File: src/rtl/urisc_core.sv
// SUBLEQ-style URISC core: mem[B] <= mem[B] - mem[A]; branch to C when the result is negative.
// Optional retired-instruction counter is enabled by defining URISC_INSTR_CNT_EN.
module urisc_core #(
    parameter int AW        = 8,
    parameter int DW        = 8,
    parameter int START_PC  = 1,
    parameter int HALT_ADDR = 0
) (
    input  logic          clk,
    input  logic          rst_n,
    input  logic          start,
    output logic          CS,
    output logic          READ,
    output logic          WRITE,
    output logic [AW-1:0] ADDRESS,
    output logic [DW-1:0] WDATA,
    input  logic [DW-1:0] RDATA,
    output logic          busy,
    output logic          halted,
    output logic [15:0]   instr_cnt,
    output logic [2:0]    state_dbg
);

    typedef enum logic [2:0] {
        S_IDLE = 3'd0,
        S_FA   = 3'd1,
        S_FB   = 3'd2,
        S_FC   = 3'd3,
        S_RA   = 3'd4,
        S_RB   = 3'd5,
        S_WB   = 3'd6,
        S_HALT = 3'd7
    } state_t;

    localparam logic [AW-1:0] START_A = AW'(START_PC);
    localparam logic [AW-1:0] HALT_A  = AW'(HALT_ADDR);

    state_t        state;
    logic [AW-1:0] pc;
    logic [AW-1:0] a, b, c;
    logic [DW-1:0] opa;
    logic [DW-1:0] diff;
    logic [AW-1:0] next_pc;

    assign next_pc   = diff[DW-1] ? c : pc + AW'(3);
    assign state_dbg = state;

    // All bus outputs are registered: each transition loads the values the next state drives.
    always_ff @(posedge clk or negedge rst_n) begin
        if (!rst_n) begin
            state   <= S_IDLE;
            pc      <= START_A;
            a       <= '0;
            b       <= '0;
            c       <= '0;
            opa     <= '0;
            diff    <= '0;
            CS      <= 1'b0;
            READ    <= 1'b0;
            WRITE   <= 1'b0;
            ADDRESS <= '0;
            WDATA   <= '0;
            busy    <= 1'b0;
            halted  <= 1'b0;
        end else begin
            case (state)
                S_IDLE, S_HALT: begin
                    if (start) begin
                        state   <= S_FA;
                        pc      <= START_A;
                        CS      <= 1'b1;
                        READ    <= 1'b1;
                        ADDRESS <= START_A;
                        busy    <= 1'b1;
                        halted  <= 1'b0;
                    end
                end
                S_FA: begin
                    a       <= AW'(RDATA);
                    ADDRESS <= pc + AW'(1);
                    state   <= S_FB;
                end
                S_FB: begin
                    b       <= AW'(RDATA);
                    ADDRESS <= pc + AW'(2);
                    state   <= S_FC;
                end
                S_FC: begin
                    c       <= AW'(RDATA);
                    ADDRESS <= a;
                    state   <= S_RA;
                end
                S_RA: begin
                    opa     <= RDATA;
                    ADDRESS <= b;
                    state   <= S_RB;
                end
                S_RB: begin
                    diff  <= RDATA - opa;
                    WDATA <= RDATA - opa;
                    READ  <= 1'b0;
                    WRITE <= 1'b1;
                    state <= S_WB;
                end
                S_WB: begin
                    pc    <= next_pc;
                    WRITE <= 1'b0;
                    WDATA <= '0;
                    if (next_pc == HALT_A) begin
                        state   <= S_HALT;
                        CS      <= 1'b0;
                        ADDRESS <= '0;
                        busy    <= 1'b0;
                        halted  <= 1'b1;
                    end else begin
                        state   <= S_FA;
                        READ    <= 1'b1;
                        ADDRESS <= next_pc;
                    end
                end
                default: state <= S_IDLE;
            endcase
        end
    end

`ifdef URISC_INSTR_CNT_EN
    logic [15:0] cnt_q;

    always_ff @(posedge clk or negedge rst_n) begin
        if (!rst_n) begin
            cnt_q <= '0;
        end else if ((state == S_IDLE || state == S_HALT) && start) begin
            cnt_q <= '0;
        end else if (state == S_WB && cnt_q != 16'hFFFF) begin
            cnt_q <= cnt_q + 16'd1;
        end
    end

    assign instr_cnt = cnt_q;
`else
    assign instr_cnt = 16'h0000;
`endif

endmodule

File: config.mk
export PLATFORM = sky130hd
export DESIGN_NAME = urisc_core
export DESIGN_NICKNAME = d
export VERILOG_FILES = /design/src/rtl/urisc_core.sv
export SDC_FILE = /design/constraint.sdc
export NUM_CORES = 1
export LEC_CHECK = 0
export ABC_AREA = 1
export CAP_MARGIN = 20
export CORE_UTILIZATION = 55
export DETAILED_ROUTE_END_ITERATION = 8
export GPL_ROUTABILITY_DRIVEN = 0
export PLACE_DENSITY = 0.88
export SYNTH_ARGS = -nofsm -noshare
export SYNTH_HDL_FRONTEND = slang
export SYNTH_SLANG_ARGS = --single-unit
export TNS_END_PERCENT = 50
File: constraint.sdc
create_clock -name clk -period 3.4 [get_ports clk]
set_input_delay 0.85 -clock clk [delete_from_list [all_inputs] [get_ports clk]]
set_output_delay 0.85 -clock clk [all_outputs]
set_load 0.01 [all_outputs]
Word-level counts from Yosys, hierarchy flattened
Cells that the tools add are included.

cells by class
  equality and inequality tests = 10
  $add $sub $neg = 4
  multiplexer cells = 18
  reductions and logical operators = 11

operators with widths
  operator             count
  $pmux 8 s6           1
  $pmux 8 s2           2
  $mux 8               3
  $pmux 3 s7           1
  $add 8x2->8 const B  2
  $eq 3x3->1 const B   4
  $add 8x1->8 const B  1
  $logic_not 8->1      1
  $sub 8x8->8          1
  $eq 3x2->1 const B   2
  $mux 3               2
  $ne 2x2->1 const B   3
  $pmux 1 s2           3
  $reduce_and 3->1     2
  $reduce_bool 6->1    1
  $mux 1               5
  $reduce_and 2->1     2
  $reduce_bool 2->1    2
  $eq 3x1->1 const B   1
  $logic_not 3->1      1
  $pmux 1 s3           1
  $reduce_bool 3->1    1
  $reduce_or 2->1      1

word-level totals
  flip-flop bits (word level) = 71

Depth between registers and ports, before layout
  word-level depth = 5
  depth in mapped cells = 14
  mapped depth without buffers = 14

Least setup slack after synthesis
No wires, ideal clock.

  kind = input to register
  start = in RDATA[0]
  end = reg WDATA[6]
  cell stages on the path = 11
  arrival = 2107 ps
  slack = 1211 ps
  buffers on the path = 0
  path through = inv_1 > ha_1 > fa_1 > nand3b_1 > nand2_1 > nand2_1 > nand2_1 > a21oi_1 > nand2_1 > nand2_1 > o21ai_0

on the way
  word-level cells in the longest chain between the ends = 2

ends and longest elaborated chain
  item                  line  source
  from (decl)           17    input logic [DW-1:0] RDATA,
  $sub 8x8->8           100   WDATA <= RDATA - opa;
  $pmux 8 s2            66    case (state)
  to (signal assigned)  100
  to (decl)             16    output logic [DW-1:0] WDATA,

Every way passes these cells.
A chain may end at the register's enable or synchronous reset.

Final worst setup path
Same ends and word-level chain as after synthesis.

==> impl_metrics.py <==
metrics = {
    "status": {
        "status": "finished clean",
    },
    "floorplanning": {
        "num_rows": 28,
        "coreArea_um2": 6030,
        "pin_count": 51,
        "dieArea_um2": 6680,
        "die_w_um": 81.8,
        "initial_core_util_pct": 58.1,
        "die_h_um": 81.8,
    },
    "timing": {
        "tns_ns": 0,
        "min_period_ns": 2.52,
        "tightest_slew_ns": 0.735,
        "finalCritPeriodShare_pct": 74.2,
        "max_freq_ghz": 0.396,
        "relSlewSlack_pct": 50.9,
        "skew_ns": 0.0141,
        "setup_viol": 0,
        "final.setup.worst_slack_ns": 0.876,
        "hold_violations": 0,
        "slew_violations": 0,
        "rsz0062_at_grt": "false",
    },
    "critical_path": {
        "cp_slowest_cell": "clkdlybuf4s50_1",
        "path_depth": 12,
        "crit_chain": "clkdlybuf4s50_1, inv_1, ha_1, fa_1, nand3b_1, nand2_1, nand2_1, nand2_1, a21oi_1, nand2_1, nand2_1, o21ai_0",
        "r2r_cells": 9,
        "cpPeakStageDelay_ns": 0.45,
        "worst_ep_required_time_ns": 3.68,
        "crit_family": "adder cells",
        "path_buf_inv": 2,
        "critPathArrivalTime_ns": 2.80,
        "start_kind": "primary input",
        "end_kind": "flip-flop",
        "cp_common_cell": "nand2_1",
        "worstPathMaxFanout": 5,
        "worstSetupPathType": "primary input to flip-flop",
    },
    "run": {
        "drv_cap": 0,
    },
    "power_and_ir_drop": {
        "cellPowerDensity_nw_per_um2": 947,
        "p_leak_uw": 0.00199,
        "finalPower_uw": 3810,
        "vdd_ir_drop_max_mv": 0.499,
    },
    "placement": {
        "io_buffers": 34,
        "hpwlAfterDp_mm": 5.79,
        "preCtsSetupSlack_ns": 0.504,
    },
    "route": {
        "drtPass1Iterations": 5,
        "dr_total_vias": 3095,
        "drtAntennaViolNets": 0,
        "drc": 0,
        "routed_wl_mm": 8.30,
        "drt_iter0_markers": 328,
        "avgViaCountPerCell": 5.61,
        "post_drt_wl_per_cell_um": 15.0,
    },
    "cells_and_area": {
        "n_antenna_cell": 0,
        "syn_to_final_growth_pct": 15.1,
        "regArea_um2": 1600,
        "final_layout_size_suffix_gt1_share_pct": 8.81,
        "final_cell_mix": "110 x nand2_1, 68 x o21ai_0, 63 x dfrtp_1, 45 x inv_1, 35 x nand3_1",
        "fin_nets": 495,
        "post-route-util_pct": 66.8,
        "final_common_cell": "nand2_1",
        "multi_input_area_um2": 1570,
        "num-fill-cells": 484,
    },
    "clocking": {
        "holdBufCountCts": 0,
        "cts_tree": "yes",
        "clock_latency_ns": 0.36,
        "cts_root_buf": "clkbuf_8",
        "h-tree-depth": 3,
        "cts_made_buffers": 9,
        "postCtsSetupBuffers": 0,
        "clkSlewWorstSetupHoldPaths_ns": 0.08,
        "clk_path_buf_depth": 2,
        "ctsResizeCount": 0,
        "cts_sinks": 64,
    },
    "global_route": {
        "grt_pass1_wl_mm": 14.1,
        "grt_pass1_vias": 2971,
        "grt-ovfl-total": 0,
        "antenna_found_initial": 0,
        "grt_usage_pct": 28.5,
        "grt_max_degree": 33,
    },
    "yosys": {
        "synth_cell_type_count": 39,
        "ys_warn_count": 0,
        "ys_seq_elements": 64,
        "syn_avg_cell_area_um2": 8.02,
        "synth_cells": 436,
        "ys_seq_area_share_pct": 45.8,
        "syn_area_um2": 3500,
    },
    "worst_hold_path": {
        "min_path_type": "primary input to asynchronous set/reset pin",
    },
}
## stage by stage
stage | std cells | hold WS (ns) | instance area (um^2)
after global routing | 552 | 0.415 | 4030
after CTS | 552 | 0.404 | 4030
after floorplan | 451 | 0.446 | 3550
after detailed placement | 536 | 0.457 | 3820
final | 552 | 0.389 | 4030
after global placement | 536 | 0.456 | 3820
## cell type report
cell class / count / area share, %
flip-flops and latches: 64 / 39.8
multi-input cells: 309 / 39.1
repair buffers: 37 / 8.89
inverters: 51 / 4.85
clock buffers: 9 / 3.08
well taps: 75 / 2.33
clock inverters: 7 / 1.93
## power by group
part           total [uW]  switching, uW  internal [uW]
clock                 681            335            346
sequential           1350            244           1110
combinational        1780           1100            677
## cell families after synthesis
group	Yosys count	share of synthesized area, %
adders and majority gates	12	4.51
AOI/OAI and AO/OA	97	14.8
other	1	0.107
and+or+nand+nor	181	23.2
buffers and inverters	78	10.8
DFF	64	45.8
xor gates and xnor gates	3	0.751
## Yosys cell counts
cell / count / share of area (%)
a211oi_1: 2 / 0.43
inv_1: 45 / 4.8
a221oi_1: 1 / 0.25
dfrtp_1: 63 / 45
o21bai_1: 1 / 0.21
nand4_1: 3 / 0.54
nor2_1: 13 / 1.4
buf_4: 20 / 4.3
o21ai_0: 68 / 9.7
nand2_1: 110 / 12
o2111ai_1: 1 / 0.25
a22oi_1: 2 / 0.43
a21oi_1: 15 / 2.1
o22ai_1: 2 / 0.36
nand3_2: 2 / 0.57
nor2_2: 5 / 0.89
ha_1: 11 / 3.9
clkinv_2: 1 / 0.14
o21ai_1: 2 / 0.29
a32o_1: 1 / 0.29
and3_1: 1 / 0.18
dfstp_2: 1 / 0.75
nor2_8: 1 / 0.57
o211ai_1: 1 / 0.21
nand3b_1: 2 / 0.43
o21ai_2: 1 / 0.25
fa_1: 1 / 0.57
or2_2: 4 / 0.72
nor2_4: 1 / 0.32
xor2_1: 2 / 0.50
clkbuf_1: 2 / 0.21
inv_4: 1 / 0.18
xnor2_1: 1 / 0.25
buf_2: 5 / 0.72
inv_2: 4 / 0.43
nor3_1: 3 / 0.43
nand2_4: 1 / 0.32
conb_1: 1 / 0.11
nand3_1: 35 / 5.0
## worst reg2reg max path, cell delays in order, from the launching register on
cell      delay (ns)
dfrtp_1         0.43
inv_1           0.17
nor2_1          0.09
nand2_1         0.53
inv_1           0.34
nand2_1         0.19
nand3_1         0.08
o211ai_1        0.09
nand3_1         0.10
nand3b_1        0.16
## worst paths after layout
path	start	end	slack, ns
hold / removal	rst_n	pc[7]	0.39
min in group clk	READ	READ	0.47
hold reg to reg	READ	READ	0.47
setup reg to reg	state_dbg[0]	ADDRESS[5]	1.10
max in group asynchronous	rst_n	a[0]	2.30
setup / recovery	RDATA[0]	WDATA[6]	0.88
## registers in the layout, indices dropped and copies added (netlist names)
| register | flops |
|---|---|
| diff | 1 |
| opa | 8 |
| state_dbg | 3 |
| WDATA | 8 |
| ADDRESS | 8 |
| c | 8 |
| READ | 1 |
| b | 8 |
| halted | 1 |
| WRITE | 1 |
| a | 8 |
| pc | 8 |
| busy | 1 |
## metal layers
layer | vias up | global-route usage [%] | share of wire [%]
met1 | 1415 | 38.0 | 41
li1 | 1469 | - | -
met3 | 24 | 6.78 | 8.9
met2 | 187 | 44.5 | 47
met4 | 0 | 11.4 | 2.7
met5 | - | 0 | 0
Power figures use the tool's default switching activity.
